<file path="src/rtl/axi_wr_fifo_push.sv">
// AXI4 write-channel slave that feeds a sync_fifo write port.
// One burst is accepted at a time. Every W beat is pushed to the FIFO with
// zero added latency, and FIFO full is used as W backpressure. Each burst is
// checked for WLAST placement and full byte strobes, and the B channel
// reports OKAY or SLVERR.
module axi_wr_fifo_push #(
  parameter int DATA_WIDTH = 128,
  parameter int ID_WIDTH   = 4
) (
  input  logic                    clk,
  input  logic                    rst,
  input  logic [ID_WIDTH-1:0]     s_awid,
  input  logic [31:0]             s_awaddr,
  input  logic [7:0]              s_awlen,
  input  logic                    s_awvalid,
  output logic                    s_awready,
  input  logic [DATA_WIDTH-1:0]   s_wdata,
  input  logic [DATA_WIDTH/8-1:0] s_wstrb,
  input  logic                    s_wlast,
  input  logic                    s_wvalid,
  output logic                    s_wready,
  output logic [ID_WIDTH-1:0]     s_bid,
  output logic [1:0]              s_bresp,
  output logic                    s_bvalid,
  input  logic                    s_bready,
  output logic                    fifo_wr_en,
  output logic [DATA_WIDTH-1:0]   fifo_wr_data,
  input  logic                    fifo_full
);

  typedef enum logic [1:0] {
    IDLE,
    DATA,
    RESP
  } state_t;

  state_t              r_state;
  state_t              w_state_nxt;
  logic [ID_WIDTH-1:0] r_id;
  logic [7:0]          r_len;
  logic [7:0]          r_beat_cnt;
  logic                r_err;
  logic [31:0]         r_addr;
  logic                r_out_of_reset;

  logic                w_aw_hs;
  logic                w_w_hs;
  logic                w_last_beat;
  logic                w_strb_full;
  logic                w_unused_addr;

  assign w_aw_hs       = s_awvalid & s_awready;
  assign w_w_hs        = s_wvalid & s_wready;
  assign w_last_beat   = (r_beat_cnt == r_len);
  assign w_strb_full   = &s_wstrb;
  // The burst address is captured for visibility only; the FIFO has no
  // address steering.
  assign w_unused_addr = ^r_addr;

  // State register and burst bookkeeping.
  // r_out_of_reset holds awready low until the first clock edge after reset
  // is released, even though the FSM already sits in IDLE during reset.
  always_ff @(posedge clk or negedge rst) begin
    if (!rst) begin
      r_state        <= IDLE;
      r_id           <= '0;
      r_len          <= '0;
      r_beat_cnt     <= '0;
      r_err          <= 1'b0;
      r_addr         <= '0;
      r_out_of_reset <= 1'b0;
    end else begin
      r_state        <= w_state_nxt;
      r_out_of_reset <= 1'b1;
      case (r_state)
        IDLE: begin
          r_beat_cnt <= '0;
          r_err      <= 1'b0;
          if (w_aw_hs) begin
            r_id   <= s_awid;
            r_len  <= s_awlen;
            r_addr <= s_awaddr;
          end
        end
        DATA: begin
          if (w_w_hs) begin
            // Hold on the final beat so a 256-beat burst never wraps to 0.
            if (!w_last_beat) begin
              r_beat_cnt <= r_beat_cnt + 8'd1;
            end
            if ((s_wlast != w_last_beat) || !w_strb_full) begin
              r_err <= 1'b1;
            end
          end
        end
        default: begin
        end
      endcase
    end
  end

  // Next-state logic and handshake/push outputs.
  always_comb begin
    w_state_nxt  = r_state;
    s_awready    = 1'b0;
    s_wready     = 1'b0;
    s_bvalid     = 1'b0;
    s_bresp      = 2'b00;
    s_bid        = r_id;
    fifo_wr_en   = 1'b0;
    fifo_wr_data = s_wdata;
    case (r_state)
      IDLE: begin
        s_awready = r_out_of_reset;
        if (w_aw_hs) begin
          w_state_nxt = DATA;
        end
      end
      DATA: begin
        s_wready   = !fifo_full;
        fifo_wr_en = w_w_hs;
        if (w_w_hs && w_last_beat) begin
          w_state_nxt = RESP;
        end
      end
      RESP: begin
        s_bvalid = 1'b1;
        s_bresp  = r_err ? 2'b10 : 2'b00;
        if (s_bready) begin
          w_state_nxt = IDLE;
        end
      end
      default: begin
        w_state_nxt = IDLE;
      end
    endcase
  end

endmodule
</file>
<file path="config.mk">
export PLATFORM = sky130hd
export DESIGN_NAME = axi_wr_fifo_push
export DESIGN_NICKNAME = d
export VERILOG_FILES = /design/src/rtl/axi_wr_fifo_push.sv
export SDC_FILE = /design/constraint.sdc
export NUM_CORES = 1
export LEC_CHECK = 0
export BUFFER_PORTS_ARGS = -buffer_cell sky130_fd_sc_hd__buf_2
export CORE_AREA = 2 2 129 131
export DETAILED_ROUTE_END_ITERATION = 10
export DIE_AREA = 0 0 131 133
export PLACE_DENSITY = 0.43
export SYNTH_ARGS = -nofsm -noshare
export SYNTH_HDL_FRONTEND = slang
export SYNTH_SLANG_ARGS = --single-unit
</file>
<file path="constraint.sdc">
create_clock -name clk -period 3.6 [get_ports clk]
set_input_delay 0.36 -clock clk [delete_from_list [all_inputs] [get_ports clk]]
set_output_delay 0.36 -clock clk [all_outputs]
set_load 0.005 [all_outputs]
</file>
==> flow_metrics.tcl <==
set metrics [dict create \
    route.vias.total 1208 \
    die-height_um 133 \
    grt_max_degree 25 \
    fin_skew_ns 0.001388 \
    numCtsBuffers 3 \
    ys.flop_type "dfrtp_1" \
    ys_seq_area_frac 0.2652 \
    synth_nets 441 \
    crit_fanout 9 \
    fin_nets 356 \
    setup_viol 0 \
    peakVddDrop_mv 0.2718 \
    io_pins 333 \
    cap_violations 0 \
    worst_slack_ns 1.805 \
    syn_to_final_growth_pct -18.67 \
    ant_nets 0 \
    placed_area_mm2 0.001767 \
    root_buffer "clkbuf_16" \
    rows 47 \
    drt_iter0_markers 12 \
    p_clk_frac 0.220 \
    outcome "completed" \
    cts.repair.resized 0 \
    switchingPower_uw 388.3 \
    synth_edf_count 0 \
    ys_types 34 \
    critical_path_class "reg2reg" \
    dp_hpwl_mm 6.941 \
    power_density_mw_per_mm2 591.2 \
    n_antenna_cell 0 \
    fin_crit_ns 1.795 \
    floorplan.die_area_mm2 0.01742 \
    startpoint_type "flip-flop" \
    rsz0062_at_grt "no" \
    ys_seq_elements 24 \
    clkTransAtPathRegs_ns 0.06 \
    portBuffers 43 \
    clk_latency_ns 0.26 \
    hold_class "in2async" \
    synth_cells 245 \
    max_slew_margin 0.5786 \
    worst_pin_slew_ns 0.6273 \
    grt_pass1_vias 1268 \
    ctsHoldBuffers 0 \
    clock_sinks 24 \
    final_max_slew_viol_count 0 \
    die_width_um 131 \
    wl_mm 7.744 \
    pre_cts_ws_ns 1.803 \
    async_flop_share 1.000 \
    synth.avg_cell_area_um2 9.244 \
    place_congestion 0.7348 \
    cp_num_buf_inv 0 \
    yosys-top-cells-area "buf_4 43%, dfrtp_1 27%, mux2_2 6.0%, mux2i_1 3.5%, xor2_1 3.1%" \
    cp_cell_sequence "xor2_1 -> nor4_4 -> nand3_1 -> a21o_1" \
    end_kind "flip-flop" \
    seqPwrFrac 0.409 \
    synth_top_cell_by_area "buf_4" \
    first_pass_iters 4 \
    netlist_area_mm2 0.002265 \
    viasPerCell 3.196 \
    core_mm2 0.01617 \
    wl_per_cell_um 20.49 \
    comb_power_share 0.372 \
    start_util 0.1400 \
    fmax_ghz 0.5572 \
    ys_warn_count 0 \
    hold_violations 0 \
    h-tree-depth 1 \
    critPathSlowestCell "nor4_4" \
    crit_family "simple AND/OR/NAND/NOR gates" \
    antenna_found_initial 0 \
    drive_gt1_frac 0.4051 \
    cts_buffer_depth 2 \
    finalSetupTns_ns 0 \
    netSwitchingFraction 0.3566 \
    post_cts_buffers 0 \
    fin_crit_sh 0.4985 \
    nFillCells 1879 \
    leakagePower_nw 0.7589 \
    grt_usage 0.08192 \
    overflow 0 \
    p_int_uw 700.6 \
    grt_pass1_wl_mm 10.01 \
    drc 0 \
    design_area_mm2 0.001842 \
    synth_top_area_share 0.4309 \
    cts_tree "built" \
    slowest_delay_ns 0.62 \
    crit_required_ns 3.75 \
    critPathArrivalTime_ns 1.94 \
]
[synthesized netlist by cell type, types with 2 or more instances]
master,instances
or4_1,3
nor4_4,2
mux2i_1,8
dfrtp_1,24
inv_1,3
nand2b_1,4
nand2_1,11
buf_4,130
xor2_1,8
nand4_1,6
clkbuf_1,2
conb_1,2
a21oi_1,3
nand3_1,5
mux2_2,12
o21ai_0,2
a211oi_1,2
and2_1,2
[power by group through the flow]
stage | clock network [mW] | logic, mW | registers (mW)
global placement | 0 | 0.405 | 0.447
global route | 0.262 | 0.451 | 0.464
detailed placement | 0 | 0.412 | 0.452
CTS | 0.250 | 0.415 | 0.448
floorplan | 0 | 0.416 | 0.430
finish | 0.239 | 0.405 | 0.445
[layout by cell type (no fill, tap or decap), types with 2 or more instances in the layout]
master,instances
buf_2,43
dfrtp_1,24
mux2_2,12
nand2_1,11
xor2_1,8
mux2i_1,8
nand4_1,6
nand3_1,5
nand2b_1,4
inv_1,3
a21oi_1,3
or4_1,3
clkbuf_16,3
and2_1,2
nor4_4,2
a211oi_1,2
o21ai_0,2
conb_1,2
[worst paths after layout]
path                            cells past startpoint            end          start  slack (ns)
worst max-delay path                                4     r_state[0]  r_beat_cnt[2]        1.81
worst min-delay path                                1       s_bid[0]            rst        0.09
worst max register to register                      4     r_state[0]  r_beat_cnt[2]        1.81
worst min register to register                      1       s_bid[3]       s_bid[3]        0.52
max in group asynchronous                           1  r_beat_cnt[4]            rst        3.14
min in group clk                                    2     r_state[1]       s_bready        0.32
[through the flow]
step	util	total power, mW	cells	hold slack (ns)
floorplan	-	0.8460	245	0.06441
global placement	0.1092	0.8528	375	0.3850
detailed placement	0.1092	0.8641	375	0.3859
CTS	0.1139	1.113	378	0.1059
global route	0.1139	1.177	378	0.1278
finish	0.1139	1.089	378	0.08965
[area by class of cell]
type	instances	area, um^2	area share
clock buffer	3	75.07	0.04076
inverter	3	11.26	0.006114
multi-input combinational	85	664.4	0.3607
sequential	24	600.6	0.3261
tap	220	275.3	0.1495
timing repair buffer	43	215.2	0.1168
[metal layers]
| metal | vias to the layer above | GRT usage | share of wire |
|---|---|---|---|
| met3 | 27 | 0.08249 | 0.25 |
| li1 | 502 | - | - |
| met1 | 534 | 0.04747 | 0.18 |
| met5 | - | 0.02647 | 0.0085 |
| met2 | 143 | 0.1471 | 0.51 |
| met4 | 2 | 0.04078 | 0.042 |
[cell families after synthesis]
family / synth area share
AOI/OAI and AO/OA: 0.03701
other: 0.003316
xor gates and xnor gates: 0.03094
muxes: 0.09503
DFF: 0.2652
buffers and inverters: 0.4414
adders and majority gates: 0.005524
and+or+nand+nor: 0.1215
[state kept, by name, summed over array words and instances, names as in the netlist]
signal	count
r_state	2
s_bid	4
r_err	1
r_out_of_reset	1
r_len	8
r_beat_cnt	8
[worst reg2reg max path, cell delays in order, from the launching register on]
cell	delay (ns)
dfrtp_1	0.45
xor2_1	0.22
nor4_4	0.62
nand3_1	0.17
a21o_1	0.21
(Power assumes the default switching activity.)
